==> src/rtl/id_ex_stage_if.sv <==
// ID/EX stage bus: everything the ID side drives into the pipeline register
// plus everything the register presents to EX.
//   master : ID-side driver (decoder/regfile/hazard sources); reads EX outputs
//   slave  : the id_ex_stage register itself
// Inputs:  hold_i, flush_i, id_valid_i, decoder controls, pc/operands/imm,
//          funct, register addresses.
// Outputs: registered controls/data/addresses, valid_o, hazard_o, bubble_cnt_o.
interface id_ex_stage_if #(
  parameter int XLEN  = 32,
  parameter int CNT_W = 16
);
  logic             hold_i;
  logic             flush_i;
  logic             id_valid_i;
  logic [1:0]       ALUOp_i;
  logic             ALUSrc_i, Branch_i, MemRead_i, MemWrite_i, RegWrite_i, MemtoReg_i;
  logic [XLEN-1:0]  pc_i, rs1_data_i, rs2_data_i, imm_i;
  logic [9:0]       funct_i;
  logic [4:0]       rs1_i, rs2_i, rd_i;

  logic [1:0]       ALUOp_o;
  logic             ALUSrc_o, Branch_o, MemRead_o, MemWrite_o, RegWrite_o, MemtoReg_o;
  logic [XLEN-1:0]  pc_o, rs1_data_o, rs2_data_o, imm_o;
  logic [9:0]       funct_o;
  logic [4:0]       rs1_o, rs2_o, rd_o;
  logic             valid_o;
  logic             hazard_o;
  logic [CNT_W-1:0] bubble_cnt_o;

  modport master (
    output hold_i, flush_i, id_valid_i, ALUOp_i, ALUSrc_i, Branch_i, MemRead_i,
           MemWrite_i, RegWrite_i, MemtoReg_i, pc_i, rs1_data_i, rs2_data_i,
           imm_i, funct_i, rs1_i, rs2_i, rd_i,
    input  ALUOp_o, ALUSrc_o, Branch_o, MemRead_o, MemWrite_o, RegWrite_o,
           MemtoReg_o, pc_o, rs1_data_o, rs2_data_o, imm_o, funct_o, rs1_o,
           rs2_o, rd_o, valid_o, hazard_o, bubble_cnt_o
  );

  modport slave (
    input  hold_i, flush_i, id_valid_i, ALUOp_i, ALUSrc_i, Branch_i, MemRead_i,
           MemWrite_i, RegWrite_i, MemtoReg_i, pc_i, rs1_data_i, rs2_data_i,
           imm_i, funct_i, rs1_i, rs2_i, rd_i,
    output ALUOp_o, ALUSrc_o, Branch_o, MemRead_o, MemWrite_o, RegWrite_o,
           MemtoReg_o, pc_o, rs1_data_o, rs2_data_o, imm_o, funct_o, rs1_o,
           rs2_o, rd_o, valid_o, hazard_o, bubble_cnt_o
  );
endinterface

==> src/rtl/id_ex_stage.sv <==
// ID/EX pipeline register with load-use hazard detection.
//   clk_i : clock, all state on rising edge
//   rst_i : synchronous active-high reset, dominates everything
//   bus   : id_ex_stage_if.slave (ID inputs, EX outputs, hazard_o, bubble count)
// Edge priority: reset > hold (freeze) > flush (bubble) > load-use (bubble,
// counted) > normal load. A bubble is the all-zero record.
module id_ex_stage #(
  parameter int XLEN  = 32,
  parameter int CNT_W = 16
) (
  input  logic          clk_i,
  input  logic          rst_i,
  id_ex_stage_if.slave  bus
);

  typedef struct packed {
    logic [1:0]      alu_op;
    logic            alu_src;
    logic            branch;
    logic            mem_read;
    logic            mem_write;
    logic            reg_write;
    logic            mem_to_reg;
    logic [XLEN-1:0] pc;
    logic [XLEN-1:0] rs1_data;
    logic [XLEN-1:0] rs2_data;
    logic [XLEN-1:0] imm;
    logic [9:0]      funct;
    logic [4:0]      rs1;
    logic [4:0]      rs2;
    logic [4:0]      rd;
    logic            valid;
  } ex_t;

  ex_t              ex_q, ex_in;
  logic [CNT_W-1:0] cnt_q;
  logic             hazard;

  // Incoming record. A non-valid ID slot is loaded as a full bubble so that
  // nothing downstream ever sees stale controls or a write-back target.
  always_comb begin
    ex_in = '0;
    if (bus.id_valid_i) begin
      ex_in.alu_op     = bus.ALUOp_i;
      ex_in.alu_src    = bus.ALUSrc_i;
      ex_in.branch     = bus.Branch_i;
      ex_in.mem_read   = bus.MemRead_i;
      ex_in.mem_write  = bus.MemWrite_i;
      ex_in.reg_write  = bus.RegWrite_i;
      // Decoder leaves MemtoReg as don't-care for stores/branches.
      ex_in.mem_to_reg = bus.MemtoReg_i & bus.RegWrite_i;
      ex_in.pc         = bus.pc_i;
      ex_in.rs1_data   = bus.rs1_data_i;
      ex_in.rs2_data   = bus.rs2_data_i;
      ex_in.imm        = bus.imm_i;
      ex_in.funct      = bus.funct_i;
      ex_in.rs1        = bus.rs1_i;
      ex_in.rs2        = bus.rs2_i;
      ex_in.rd         = bus.rd_i;
      ex_in.valid      = 1'b1;
    end
  end

  // Load in EX whose destination is read by the ID instruction. Both source
  // fields are compared regardless of format; a spurious stall is harmless.
  // A flush squashes the ID instruction anyway, so no stall is requested.
  assign hazard = bus.id_valid_i & ~bus.flush_i & ex_q.mem_read & ex_q.valid &
                  (ex_q.rd != 5'd0) &
                  ((ex_q.rd == bus.rs1_i) | (ex_q.rd == bus.rs2_i));

  always_ff @(posedge clk_i) begin
    if (rst_i) begin
      ex_q  <= '0;
      cnt_q <= '0;
    end else if (bus.hold_i) begin
      ex_q  <= ex_q;
    end else if (bus.flush_i) begin
      ex_q  <= '0;
    end else if (hazard) begin
      ex_q  <= '0;
      if (cnt_q != {CNT_W{1'b1}}) cnt_q <= cnt_q + CNT_W'(1);
    end else begin
      ex_q  <= ex_in;
    end
  end

  assign bus.ALUOp_o      = ex_q.alu_op;
  assign bus.ALUSrc_o     = ex_q.alu_src;
  assign bus.Branch_o     = ex_q.branch;
  assign bus.MemRead_o    = ex_q.mem_read;
  assign bus.MemWrite_o   = ex_q.mem_write;
  assign bus.RegWrite_o   = ex_q.reg_write;
  assign bus.MemtoReg_o   = ex_q.mem_to_reg;
  assign bus.pc_o         = ex_q.pc;
  assign bus.rs1_data_o   = ex_q.rs1_data;
  assign bus.rs2_data_o   = ex_q.rs2_data;
  assign bus.imm_o        = ex_q.imm;
  assign bus.funct_o      = ex_q.funct;
  assign bus.rs1_o        = ex_q.rs1;
  assign bus.rs2_o        = ex_q.rs2;
  assign bus.rd_o         = ex_q.rd;
  assign bus.valid_o      = ex_q.valid;
  assign bus.hazard_o     = hazard;
  assign bus.bubble_cnt_o = cnt_q;

endmodule
==> src/flat_wrapper.sv <==
// flat-port wrapper written by rule: the top's interface ports become plain ports
module id_ex_stage_flat 
#(
  parameter int XLEN  = 32,
  parameter int CNT_W = 16
)
  (clk_i, rst_i, bus_hold_i, bus_flush_i, bus_id_valid_i, bus_ALUOp_i, bus_ALUSrc_i, bus_Branch_i, bus_MemRead_i, bus_MemWrite_i, bus_RegWrite_i, bus_MemtoReg_i, bus_pc_i, bus_rs1_data_i, bus_rs2_data_i, bus_imm_i, bus_funct_i, bus_rs1_i, bus_rs2_i, bus_rd_i, bus_ALUOp_o, bus_ALUSrc_o, bus_Branch_o, bus_MemRead_o, bus_MemWrite_o, bus_RegWrite_o, bus_MemtoReg_o, bus_pc_o, bus_rs1_data_o, bus_rs2_data_o, bus_imm_o, bus_funct_o, bus_rs1_o, bus_rs2_o, bus_rd_o, bus_valid_o, bus_hazard_o, bus_bubble_cnt_o);
  id_ex_stage_if #(.XLEN(XLEN), .CNT_W(CNT_W)) bus_i ();
  input  logic clk_i;
  input  logic rst_i;
  input wire logic [$bits(bus_i.hold_i)-1:0] bus_hold_i;
  input wire logic [$bits(bus_i.flush_i)-1:0] bus_flush_i;
  input wire logic [$bits(bus_i.id_valid_i)-1:0] bus_id_valid_i;
  input wire logic [$bits(bus_i.ALUOp_i)-1:0] bus_ALUOp_i;
  input wire logic [$bits(bus_i.ALUSrc_i)-1:0] bus_ALUSrc_i;
  input wire logic [$bits(bus_i.Branch_i)-1:0] bus_Branch_i;
  input wire logic [$bits(bus_i.MemRead_i)-1:0] bus_MemRead_i;
  input wire logic [$bits(bus_i.MemWrite_i)-1:0] bus_MemWrite_i;
  input wire logic [$bits(bus_i.RegWrite_i)-1:0] bus_RegWrite_i;
  input wire logic [$bits(bus_i.MemtoReg_i)-1:0] bus_MemtoReg_i;
  input wire logic [$bits(bus_i.pc_i)-1:0] bus_pc_i;
  input wire logic [$bits(bus_i.rs1_data_i)-1:0] bus_rs1_data_i;
  input wire logic [$bits(bus_i.rs2_data_i)-1:0] bus_rs2_data_i;
  input wire logic [$bits(bus_i.imm_i)-1:0] bus_imm_i;
  input wire logic [$bits(bus_i.funct_i)-1:0] bus_funct_i;
  input wire logic [$bits(bus_i.rs1_i)-1:0] bus_rs1_i;
  input wire logic [$bits(bus_i.rs2_i)-1:0] bus_rs2_i;
  input wire logic [$bits(bus_i.rd_i)-1:0] bus_rd_i;
  output wire logic [$bits(bus_i.ALUOp_o)-1:0] bus_ALUOp_o;
  output wire logic [$bits(bus_i.ALUSrc_o)-1:0] bus_ALUSrc_o;
  output wire logic [$bits(bus_i.Branch_o)-1:0] bus_Branch_o;
  output wire logic [$bits(bus_i.MemRead_o)-1:0] bus_MemRead_o;
  output wire logic [$bits(bus_i.MemWrite_o)-1:0] bus_MemWrite_o;
  output wire logic [$bits(bus_i.RegWrite_o)-1:0] bus_RegWrite_o;
  output wire logic [$bits(bus_i.MemtoReg_o)-1:0] bus_MemtoReg_o;
  output wire logic [$bits(bus_i.pc_o)-1:0] bus_pc_o;
  output wire logic [$bits(bus_i.rs1_data_o)-1:0] bus_rs1_data_o;
  output wire logic [$bits(bus_i.rs2_data_o)-1:0] bus_rs2_data_o;
  output wire logic [$bits(bus_i.imm_o)-1:0] bus_imm_o;
  output wire logic [$bits(bus_i.funct_o)-1:0] bus_funct_o;
  output wire logic [$bits(bus_i.rs1_o)-1:0] bus_rs1_o;
  output wire logic [$bits(bus_i.rs2_o)-1:0] bus_rs2_o;
  output wire logic [$bits(bus_i.rd_o)-1:0] bus_rd_o;
  output wire logic [$bits(bus_i.valid_o)-1:0] bus_valid_o;
  output wire logic [$bits(bus_i.hazard_o)-1:0] bus_hazard_o;
  output wire logic [$bits(bus_i.bubble_cnt_o)-1:0] bus_bubble_cnt_o;
  assign bus_i.hold_i = bus_hold_i;
  assign bus_i.flush_i = bus_flush_i;
  assign bus_i.id_valid_i = bus_id_valid_i;
  assign bus_i.ALUOp_i = bus_ALUOp_i;
  assign bus_i.ALUSrc_i = bus_ALUSrc_i;
  assign bus_i.Branch_i = bus_Branch_i;
  assign bus_i.MemRead_i = bus_MemRead_i;
  assign bus_i.MemWrite_i = bus_MemWrite_i;
  assign bus_i.RegWrite_i = bus_RegWrite_i;
  assign bus_i.MemtoReg_i = bus_MemtoReg_i;
  assign bus_i.pc_i = bus_pc_i;
  assign bus_i.rs1_data_i = bus_rs1_data_i;
  assign bus_i.rs2_data_i = bus_rs2_data_i;
  assign bus_i.imm_i = bus_imm_i;
  assign bus_i.funct_i = bus_funct_i;
  assign bus_i.rs1_i = bus_rs1_i;
  assign bus_i.rs2_i = bus_rs2_i;
  assign bus_i.rd_i = bus_rd_i;
  assign bus_ALUOp_o = bus_i.ALUOp_o;
  assign bus_ALUSrc_o = bus_i.ALUSrc_o;
  assign bus_Branch_o = bus_i.Branch_o;
  assign bus_MemRead_o = bus_i.MemRead_o;
  assign bus_MemWrite_o = bus_i.MemWrite_o;
  assign bus_RegWrite_o = bus_i.RegWrite_o;
  assign bus_MemtoReg_o = bus_i.MemtoReg_o;
  assign bus_pc_o = bus_i.pc_o;
  assign bus_rs1_data_o = bus_i.rs1_data_o;
  assign bus_rs2_data_o = bus_i.rs2_data_o;
  assign bus_imm_o = bus_i.imm_o;
  assign bus_funct_o = bus_i.funct_o;
  assign bus_rs1_o = bus_i.rs1_o;
  assign bus_rs2_o = bus_i.rs2_o;
  assign bus_rd_o = bus_i.rd_o;
  assign bus_valid_o = bus_i.valid_o;
  assign bus_hazard_o = bus_i.hazard_o;
  assign bus_bubble_cnt_o = bus_i.bubble_cnt_o;
  id_ex_stage #(.XLEN(XLEN), .CNT_W(CNT_W)) u_core (.clk_i(clk_i), .rst_i(rst_i), .bus(bus_i));
endmodule
==> config.mk <==
export PLATFORM = sky130hd
export DESIGN_NAME = id_ex_stage_flat
export DESIGN_NICKNAME = d
export VERILOG_FILES = /design/src/rtl/id_ex_stage_if.sv /design/src/rtl/id_ex_stage.sv /design/src/flat_wrapper.sv
export SDC_FILE = /design/constraint.sdc
export NUM_CORES = 1
export LEC_CHECK = 0
export ABC_CLOCK_PERIOD_IN_PS = 2700
export BUFFER_PORTS_ARGS = -buffer_cell sky130_fd_sc_hd__buf_4
export CAP_MARGIN = 40
export CORE_MARGIN = 10
export CORE_UTILIZATION = 43
export CTS_CLUSTER_DIAMETER = 100
export CTS_CLUSTER_SIZE = 40
export DETAILED_ROUTE_END_ITERATION = 7
export PLACE_DENSITY = 0.83
export SYNTH_ARGS = -nofsm -noshare
export SYNTH_HDL_FRONTEND = slang
export SYNTH_SLANG_ARGS = --single-unit
==> constraint.sdc <==
create_clock -name clk_i -period 2.7 [get_ports clk_i]
set_input_delay 0.54 -clock clk_i [delete_from_list [all_inputs] [get_ports clk_i]]
set_output_delay 0.54 -clock clk_i [all_outputs]
set_load 0.05 [all_outputs]
==> results.toml <==
[worst_setup_path]
cp.arrival_ps = 1920
rr_worst_depth = 5
crit_path_start_kind = "flop"
required_ps = 2160
crit_path_end_kind = "output pin"
rr_startpoint = "u_core.bus.bubble_cnt_o[4]$_SDFFE_PP0P_"
endpoint = "bus_hazard_o"
path_max_fanout = 5
crit_path_start = "u_core.bus.rd_o[1]$_SDFFE_PP0N_"
criticalPathCategory = "reg2out"
rrSetupSlack_ps = 400
reg2reg_to = "u_core.bus.bubble_cnt_o[0]$_SDFFE_PP0P_"

[floorplan]
core_um2 = 13400
fp-row-count = 42
die_area_um2 = 18910
die_height_um = 137.5
io_pins = 345
start_util_pct = 44.31
die_w_um = 137.5

[sta]
drv_slew = 0
timing.fmax_ghz = 0.4072
rsz0062_at_grt = "false"
slew_headroom_pct = 48.64
setup_viol = 0
final.setup.tns_ps = 0
fin_crit_sh_pct = 90.96
tightest_slew_ps = 770.4
hold_viol = 0
period_minus_slack_ps = 2456
skew_ps = 9.395

[synth]
synth_compound_area_share_pct = 26.68
yosys.area_share.adder_pct = 0.2107
synth_area_leaders = "dfxtp_1, a22o_1, buf_6"
synth_top_area_cell = "dfxtp_1"
synth_area_per_cell_um2 = 12.09
synthArstFlopShare_pct = 0
yosys-mux-area-fraction_pct = 0.9271
synth_top_family_by_area = "compound AO/OA/AOI/OAI gates"
yosysWarnings = 0
synth_edf_count = 0
ys_seq_elements = 178
synthSimpleGateAreaFrac_pct = 6.511
yosysSeqAreaShare_pct = 60.01
synth_ff_type = "dfxtp_1"
synthesis.area_um2 = 5938
ys_types = 36
synth_xor_area_share_pct = 1.475
synth.top_cell.area_share_pct = 60.01
syn_inst = 491
syn_nets = 658

[cells_and_area]
final_cells = 1006
nNetsFinal = 984
nFillCells = 997
n_antenna_cell = 0
area_delta_synth_final_pct = 54.42
final_layout_size_suffix_gt1_share_pct = 47.11

[worst_hold_path]
hold_class = "in2reg"
min_from = "bus_pc_i[7]"

[pwr]
comb_power_share_pct = 11.5
power_leakage_uw = 0.004261
power_frac_seq_pct = 47.6
worst_ir_drop_vdd_mv = 0.4026
p_per_area_nw_per_um2 = 624.3
power_switching_uw = 1447
clkPwrFrac_pct = 40.9
p_int_uw = 4278
p_sw_share_pct = 25.27

[routing]
wl_per_cell_um = 20.72
drt_first_pass_iters = 5
drt_iter0_markers = 375
routed_via_density = 5.385
drt_wl_total_um = 20840
postRouteAntennaNets = 0
vias = 5417
drc_errors = 0

[cts]
cts_buffer_depth = 2
cts_buffers = 17
post_cts_buffers = 0
h-tree-depth = 4
cts_sinks = 178
cts_tree = "done"
ctsResizeCount = 0
cts_hold_buf = 0
clk_latency_ps = 420
root_buffer = "clkbuf_16"
cts.clk_slew.worst_paths_ps = 70

[placement]
placed_cells = 974
hpwl_um = 15780
place.gp.congestion = 0.9265
numPortBuffers = 344

[global_routing]
overflow = 0
grt_usage_pct = 20.41
grt_pass1_wl_um = 30280
antenna_found_initial = 0
grt_max_degree = 105
grt_pass1_vias = 5478

[status]
outcome = "finished clean"

[job]
maxCapViolCount = 0
## worst max-delay path, cell delays in order, from the launching register on
cell and delay (ps):
dfxtp_1 380, or4_1 580, nor2_1 270, nor3_4 70, buf_4 200
## per-layer routing
layer | share of wire (%) | GRT usage (%)
met1 | 35 | 21.56
met2 | 50 | 34.25
met3 | 12 | 9.104
met4 | 2.9 | 9.426
met5 | 0 | 0
## cells in the mapped netlist (3+ instances only)
library cell,instances
nor3_1,5
nor2_1,11
nor2b_1,5
a22o_1,160
dfxtp_1,178
nand2_1,9
buf_2,10
clkbuf_1,22
mux2_2,3
buf_6,9
o31ai_1,9
nand3_1,5
xor2_1,10
nand4_1,8
or4_1,11
a21oi_1,11
## power by group through the flow
stage | sequential (µW) | combinational [µW] | clock, µW
2_1_floorplan | 2980 | 135 | 0
3_3_place_gp | 2780 | 650 | 0
3_5_place_dp | 2780 | 663 | 0
4_1_cts | 2720 | 665 | 2390
5_1_grt | 2730 | 693 | 2500
6_report | 2720 | 661 | 2340
## layout by cell type, fill, tap and decap left out, types with 2 or more instances in the layout
cell type   count
buf_4         346
dfxtp_1       178
a22o_1        160
clkbuf_16      17
nor2_1         11
or4_1          11
a21oi_1        11
xor2_1         10
o31ai_1         9
nand2_1         9
nand4_1         8
nand3_1         5
inv_6           5
nor3_1          4
nor2b_1         4
clkinv_2        4
mux2_2          3
buf_12          3
and4_1          2
inv_1           2
o21ai_0         2
or3_1           2
nand2b_1        2
clkinvlp_4      2
clkinv_4        2
## flip-flops by register name, summed over array words and instances, names as in the netlist
register                 cells
u_core.bus.ALUOp_o           2
u_core.bus.rs2_data_o       32
u_core.bus.rs1_o             5
u_core.bus.funct_o          10
u_core.bus.rs1_data_o       32
u_core.bus.rs2_o             5
u_core.bus.MemRead_o         1
u_core.bus.rd_o              5
u_core.bus.pc_o             32
u_core.bus.Branch_o          1
u_core.bus.MemtoReg_o        1
u_core.bus.bubble_cnt_o     16
u_core.bus.ALUSrc_o          1
u_core.bus.RegWrite_o        1
u_core.bus.imm_o            32
u_core.bus.MemWrite_o        1
u_core.bus.valid_o           1
## cell families (layout without fill, tap and decap cells)
| kind of cell | count (synthesis) | after routing |
|---|---|---|
| multiplexers | 5 | 5 |
| XOR/XNOR | 10 | 10 |
| AND/OR/NAND/NOR | 66 | 66 |
| adder cells (fa/ha/maj) | 1 | 1 |
| flip-flops | 178 | 178 |
| buffers and inverters | 44 | 383 |
| AO/OA/AOI/OAI | 187 | 187 |
## how the worst min path moves through the flow
stage                                                   endpoint  cells past startpoint
after floorplan               u_core.bus.funct_o[0]$_SDFFE_PP0N_                      1
after global routing             u_core.bus.pc_o[3]$_SDFFE_PP0N_                      2
after CTS                        u_core.bus.pc_o[7]$_SDFFE_PP0N_                      2
after detailed placement  u_core.bus.rs2_data_o[26]$_SDFFE_PP0N_                      1
after global placement        u_core.bus.funct_o[3]$_SDFFE_PP0N_                      1
final                            u_core.bus.pc_o[7]$_SDFFE_PP0N_                      2
## layout make-up
cell class | count | area [µm²] | area share, %
tap | 176 | 220.2 | 2.401
clock buffer | 18 | 439.2 | 4.789
clock inverter | 14 | 126.4 | 1.378
inverter | 2 | 7.507 | 0.08187
multi-input combinational | 269 | 2156 | 23.51
sequential | 178 | 3563 | 38.86
timing repair buffer | 349 | 2658 | 28.98
## through the flow
stage / setup WS, ps / power (µW) / hold slack [ps] / util [%] / cell area (µm²)
6_report: 244.0 / 5725 / 331.5 / 68.43 / 9170
3_5_place_dp: 316.3 / 3442 / 455.4 / 64.21 / 8605
2_1_floorplan: 104.4 / 3116 / 672.6 / - / 5949
4_1_cts: 235.6 / 5773 / 312.1 / 68.43 / 9170
3_3_place_gp: 386.4 / 3428 / 457.3 / 64.21 / 8605
5_1_grt: 138.4 / 5917 / 306.8 / 68.43 / 9170
(Power assumes the default switching activity.)
